--- src/rtl/fpu_share_arbiter.sv ---
// fpu_share_arbiter
//
// Shares a single FPU between NumReq requesters. Requests are arbitrated
// round-robin and tagged with the requester index. Results come back tagged
// and are routed to the requester that issued them. Each requester may have at
// most MaxOutstanding operations in flight.
//
// Handshake semantics (all channels): a transfer happens in a cycle where
// valid and ready are both 1. A source must hold valid and its payload stable
// until the transfer completes. Ready may depend combinationally on valid.
//
// Ports:
//   clk_i, rst_ni        clock, asynchronous active-low reset
//   flush_i              drops all in-flight bookkeeping; forwarded as fpu_flush_o
//   req_valid_i/ready_o  per-requester request channel, payload req_data_i
//   fpu_valid_o/ready_i  request channel to the FPU: fpu_data_o, fpu_tag_o
//   fpu_out_valid_i/
//   fpu_out_ready_o      result channel from the FPU: fpu_result_i,
//                        fpu_status_i, fpu_tag_i
//   rsp_valid_o/ready_i  per-requester response channel. rsp_result_o and
//                        rsp_status_o are shared by all requesters
//   busy_o               an operation is in flight or a request is offered
//   err_o                sticky: a result arrived with no matching outstanding op
module fpu_share_arbiter #(
  parameter int NumReq         = 2,
  parameter int ReqWidth       = 128,
  parameter int WIDTH          = 32,
  parameter int MaxOutstanding = 4,
  localparam int IdWidth       = $clog2(NumReq)
) (
  input  logic                              clk_i,
  input  logic                              rst_ni,
  input  logic                              flush_i,
  input  logic [NumReq-1:0]                 req_valid_i,
  output logic [NumReq-1:0]                 req_ready_o,
  input  logic [NumReq-1:0][ReqWidth-1:0]   req_data_i,
  output logic                              fpu_valid_o,
  input  logic                              fpu_ready_i,
  output logic [ReqWidth-1:0]               fpu_data_o,
  output logic [IdWidth-1:0]                fpu_tag_o,
  output logic                              fpu_flush_o,
  input  logic                              fpu_out_valid_i,
  output logic                              fpu_out_ready_o,
  input  logic [WIDTH-1:0]                  fpu_result_i,
  input  logic [4:0]                        fpu_status_i,
  input  logic [IdWidth-1:0]                fpu_tag_i,
  output logic [NumReq-1:0]                 rsp_valid_o,
  input  logic [NumReq-1:0]                 rsp_ready_i,
  output logic [WIDTH-1:0]                  rsp_result_o,
  output logic [4:0]                        rsp_status_o,
  output logic                              busy_o,
  output logic                              err_o
);

  localparam int CntW = 4;
  localparam logic [CntW-1:0] CntLimit = CntW'(MaxOutstanding);
  localparam logic [CntW-1:0] CntSat   = '1;

  // Grant lock: once a request is offered to the FPU and stalls, the grant
  // stays on that requester until it is accepted.
  typedef enum logic {
    LOCK_IDLE,
    LOCK_HELD
  } lock_state_e;

  lock_state_e             lock_state_q, lock_state_d;
  logic [IdWidth-1:0]      lock_idx_q, lock_idx_d;
  logic [IdWidth-1:0]      ptr_q, ptr_d;
  logic [CntW-1:0]         cnt_q [NumReq];
  logic                    err_q;

  logic [NumReq-1:0]       eligible;
  logic                    any_grant;
  logic [IdWidth-1:0]      win;
  logic                    fpu_hs;
  logic [NumReq-1:0]       cnt_inc;
  logic [NumReq-1:0]       cnt_dec;
  logic                    tag_known;
  logic [CntW-1:0]         tag_cnt;
  logic                    tag_rsp_ready;
  logic                    stray;
  logic                    err_set;
  logic                    any_cnt;

  // ---------------------------------------------------------------------------
  // Request arbitration
  // ---------------------------------------------------------------------------
  always_comb begin
    eligible = '0;
    for (int i = 0; i < NumReq; i++) begin
      eligible[i] = req_valid_i[i] && (cnt_q[i] < CntLimit) && !flush_i;
    end

    win       = ptr_q;
    any_grant = 1'b0;
    if (lock_state_q == LOCK_HELD) begin
      // A locked requester that drops valid leaves the FPU idle for one
      // cycle; the lock then falls away because nothing is offered.
      win       = lock_idx_q;
      any_grant = eligible[lock_idx_q];
    end else begin
      for (int k = 0; k < NumReq; k++) begin
        if (!any_grant && eligible[(int'(ptr_q) + k) % NumReq]) begin
          any_grant = 1'b1;
          win       = IdWidth'((int'(ptr_q) + k) % NumReq);
        end
      end
    end

    fpu_hs      = any_grant && fpu_ready_i;
    req_ready_o = '0;
    if (any_grant) begin
      req_ready_o[win] = fpu_ready_i;
    end
  end

  assign fpu_valid_o = any_grant;
  assign fpu_tag_o   = win;
  assign fpu_data_o  = req_data_i[win];
  assign fpu_flush_o = flush_i;

  // Lock FSM and round-robin pointer next state. Flush forces any_grant low,
  // so it also clears the lock.
  always_comb begin
    lock_state_d = LOCK_IDLE;
    lock_idx_d   = lock_idx_q;
    if (any_grant && !fpu_ready_i) begin
      lock_state_d = LOCK_HELD;
      lock_idx_d   = win;
    end

    ptr_d = ptr_q;
    if (fpu_hs) begin
      ptr_d = IdWidth'((int'(win) + 1) % NumReq);
    end
  end

  // ---------------------------------------------------------------------------
  // Result routing
  // ---------------------------------------------------------------------------
  always_comb begin
    tag_known     = 1'b0;
    tag_cnt       = '0;
    tag_rsp_ready = 1'b0;
    for (int i = 0; i < NumReq; i++) begin
      if (fpu_tag_i == IdWidth'(i)) begin
        tag_known     = 1'b1;
        tag_cnt       = cnt_q[i];
        tag_rsp_ready = rsp_ready_i[i];
      end
    end

    // A result nobody is waiting for is swallowed and flagged.
    stray = !tag_known || (tag_cnt == '0);

    rsp_valid_o = '0;
    if (fpu_out_valid_i && !flush_i && !stray) begin
      for (int i = 0; i < NumReq; i++) begin
        if (fpu_tag_i == IdWidth'(i)) rsp_valid_o[i] = 1'b1;
      end
    end

    if (flush_i)    fpu_out_ready_o = 1'b1;
    else if (stray) fpu_out_ready_o = fpu_out_valid_i;
    else            fpu_out_ready_o = tag_rsp_ready;

    err_set = fpu_out_valid_i && !flush_i && stray;
  end

  assign rsp_result_o = fpu_result_i;
  assign rsp_status_o = fpu_status_i;

  always_comb begin
    any_cnt = 1'b0;
    for (int i = 0; i < NumReq; i++) begin
      cnt_inc[i] = fpu_hs && (win == IdWidth'(i));
      cnt_dec[i] = rsp_valid_o[i] && rsp_ready_i[i];
      if (cnt_q[i] != '0) any_cnt = 1'b1;
    end
  end

  assign busy_o = any_cnt || any_grant;
  assign err_o  = err_q;

  // ---------------------------------------------------------------------------
  // State
  // ---------------------------------------------------------------------------
  always_ff @(posedge clk_i or negedge rst_ni) begin
    if (!rst_ni) begin
      lock_state_q <= LOCK_IDLE;
      lock_idx_q   <= '0;
      ptr_q        <= '0;
      err_q        <= 1'b0;
    end else begin
      lock_state_q <= lock_state_d;
      lock_idx_q   <= lock_idx_d;
      ptr_q        <= ptr_d;
      if (err_set) err_q <= 1'b1;
    end
  end

  // Outstanding counters: simultaneous issue and retire cancel out.
  always_ff @(posedge clk_i or negedge rst_ni) begin
    if (!rst_ni) begin
      for (int i = 0; i < NumReq; i++) cnt_q[i] <= '0;
    end else begin
      for (int i = 0; i < NumReq; i++) begin
        if (flush_i) begin
          cnt_q[i] <= '0;
        end else if (cnt_inc[i] && !cnt_dec[i]) begin
          if (cnt_q[i] != CntSat) cnt_q[i] <= cnt_q[i] + 1'b1;
        end else if (cnt_dec[i] && !cnt_inc[i]) begin
          if (cnt_q[i] != '0) cnt_q[i] <= cnt_q[i] - 1'b1;
        end
      end
    end
  end

endmodule

--- config.mk ---
export PLATFORM = sky130hd
export DESIGN_NAME = fpu_share_arbiter
export DESIGN_NICKNAME = d
export VERILOG_FILES = /design/src/rtl/fpu_share_arbiter.sv
export SDC_FILE = /design/constraint.sdc
export NUM_CORES = 1
export LEC_CHECK = 0
export ABC_AREA = 1
export ABC_CLOCK_PERIOD_IN_PS = 2800
export CORE_AREA = 2 2 188 190
export DETAILED_ROUTE_END_ITERATION = 8
export DIE_AREA = 0 0 190 192
export HOLD_SLACK_MARGIN = 0.06
export MAX_ROUTING_LAYER = met4
export PLACE_DENSITY = 0.4
export SYNTH_ARGS = -nofsm -noshare
export SYNTH_HDL_FRONTEND = slang
export SYNTH_SLANG_ARGS = --single-unit
--- constraint.sdc ---
create_clock -name clk_i -period 2.8 [get_ports clk_i]
set_input_delay 0.42 -clock clk_i [delete_from_list [all_inputs] [get_ports clk_i]]
set_output_delay 0.42 -clock clk_i [all_outputs]
set_load 0.05 [all_outputs]
==> impl_metrics.py <==
metrics = {
    "run_status": {
        "status": "complete, no violations",
    },
    "die": {
        "die-height_um": 192,
        "design.die.area_mm2": 0.0365,
        "ioPinCount": 478,
        "num_rows": 68,
        "core-area_mm2": 0.0343,
        "start_util_pct": 8.85,
        "die_x_um": 190,
    },
    "setup_path": {
        "path_class": "primary input to output port",
        "startpoint_type": "primary input",
        "timing.rr.start": "cnt_q[7]",
        "r2r_end": "cnt_q[7]",
        "cp-startpoint": "req_valid_i[1]",
        "r2r_slack_ns": 0.38,
        "worst_ep_required_time_ns": 2.38,
        "endpoint_kind": "output port",
        "ff2ff_path_depth": 17,
        "cp.arrival_ns": 2.21,
        "cp_max_fo": 32,
    },
    "grt": {
        "grt_pass1_vias": 4761,
        "grt_usage_pct": 10.8,
        "grt_pass1_wl_um": 29500,
        "antenna_found_initial": 2,
        "grt_max_degree": 69,
        "grt_overflow": 0,
    },
    "pwr": {
        "power_density_mw_per_mm2": 1210,
        "ir_drop_v": 0.000420,
        "p_leak_nw": 4.17,
    },
    "synthesis": {
        "synth_seq_cells": 12,
        "ys_top_cells_by_area": "nand2_1, buf_4, dfrtp_1, buf_6, inv_1",
        "synth_cells": 588,
        "synth_area_leader_cell": "nand2_1",
        "yosysUniqueCellTypes": 31,
        "seq_area_frac_synth_pct": 9.89,
        "avgSynthCellArea_um2": 5.16,
        "synth_nets": 897,
        "synth_top_area_share_pct": 51.6,
        "yosysWarnings": 0,
        "synthesis.area_mm2": 0.00304,
    },
    "timing": {
        "fin_crit_sh_pct": 94.1,
        "setup_viol": 0,
        "fin_crit_ns": 2.63,
        "fin_setup_tns_ns": 0,
        "layout_setup_ws_ns": 0.166,
        "worst_pin_slew_ns": 0.602,
        "slew_headroom_pct": 59.7,
        "slew_violations": 0,
        "final_hold_viol_count": 0,
        "clock_skew_ns": 0.00131,
        "fmax_ghz": 0.380,
    },
    "clock_network": {
        "cts_tree": "done",
        "post-cts-setup-buffer-count": 0,
        "clockRootBuffer": "clkbuf_16",
        "hold_buffers": 0,
        "clock-sinks": 12,
        "cts_buffers": 3,
        "ctsResizeCount": 0,
        "clkTransAtPathRegs_ns": 0.05,
        "ctsLongestPathBuffers": 2,
        "clk_latency_ns": 0.24,
        "h-tree-depth": 1,
    },
    "min_path": {
        "hold_path.startpoint": "err_o",
        "worstHoldPathType": "register to register",
        "hold_depth": 1,
        "holdPathEnd": "err_o",
    },
    "route": {
        "postRouteAntennaNets": 0,
        "initialDrtViolationCount": 172,
        "drc": 0,
        "wl_per_cell_um": 15.8,
        "via_count": 4680,
        "wirelength_um": 22200,
        "viasPerCell": 3.33,
        "firstDrtPassIters": 4,
    },
    "layout": {
        "multi_input_area_mm2": 0.00205,
        "drive_gt1_share_pct": 19.1,
        "fill_cells": 3732,
        "mostFrequentLayoutCells": "nand2_1, clkdlybuf4s50_1, buf_12",
        "final_common_cell": "nand2_1",
        "ff_latch_area_um2": 300,
        "syn2layout_area_growth_pct": 189,
        "fin_nets": 1257,
        "finish.utilization_pct": 25.6,
    },
    "placed_design": {
        "place_congestion": 0.767,
        "pre_cts_slack_ns": -0.0180,
        "hpwlAfterDp_um": 18100,
        "port_buffers": 403,
    },
    "job": {
        "max_cap_viol_count": 0,
    },
}
[how the worst max path moves through the flow]
stage                           to  cells after the start
floorplan                 cnt_q[7]                     17
global placement          cnt_q[3]                     15
detailed placement        cnt_q[7]                     18
CTS                 fpu_data_o[39]                     12
global route        fpu_data_o[18]                     13
finish              fpu_data_o[18]                     13
[flip-flops by register name (all words and copies together), names as in the netlist]
| signal | flops |
|---|---|
| err_o | 1 |
| lock_idx_q | 1 |
| ptr_q | 1 |
| lock_state_q | 1 |
| cnt_q | 8 |
[routing by layer]
layer / vias up / global-route usage (%) / share of wire (%)
met2: 256 / 18.4 / 49
met4: 0 / 1.37 / 0.55
met1: 1972 / 12.8 / 41
met5: - / - / 0
met3: 8 / 3.60 / 9.6
li1: 2444 / - / -
[metrics by stage]
stage / power, W / std cells / hold slack, ns / area (um2)
after CTS: 0.0104 / 1398 / 0.487 / 8630
after global placement: 0.0101 / 1394 / 0.478 / 8540
after floorplan: 0.00548 / 588 / 0.124 / 3040
final: 0.0106 / 1404 / 0.473 / 8780
after detailed placement: 0.0101 / 1394 / 0.471 / 8540
after global routing: 0.0111 / 1404 / 0.513 / 8780
[report_power, final]
| group | switching (W) | total (W) | internal (W) |
|---|---|---|---|
| combinational | 0.00567 | 0.0100 | 0.00435 |
| clock | 0.0000838 | 0.000300 | 0.000217 |
| sequential | 0.0000413 | 0.000265 | 0.000224 |
| total | 0.00580 | 0.0106 | 0.00479 |
[worst max-delay path, stage by stage]
cell	delay, ns
clkdlybuf4s50_1	0.45
inv_1	0.06
nor2_4	0.10
nand2_1	0.06
nand2_1	0.06
nand2_1	0.07
nand2_4	0.12
nand2_8	0.15
clkinv_8	0.13
buf_16	0.18
nand2_1	0.08
nand2_1	0.15
buf_12	0.16
[kinds of logic after synthesis]
kind of cell,after synthesis,synth area share (%)
and+or+nand+nor,462,61.3
DFF,12,9.89
xor gates and xnor gates,2,0.577
AOI/OAI and AO/OA,12,2.56
buffers and inverters,94,22.7
adders and majority gates,6,2.97
[cells in the mapped netlist, drive strengths merged]
cell / instances
xnor2: 2
ha: 4
buf: 67
o21bai: 1
a21oi: 5
nand4: 9
clkinv: 4
a21o: 1
or2: 1
dfrtp: 12
nand2: 425
nand3: 14
o211ai: 2
inv: 23
o21ai: 3
nor2: 13
fa: 2
[area by class of cell]
type	instances	share of cell area (%)
diodes	2	0.0570
clock buffers	4	1.01
inverters	27	1.31
multi-input cells	482	23.4
flip-flops and latches	12	3.42
well taps	455	6.48
repair buffers	422	64.4
Power figures use the tool's default switching activity.
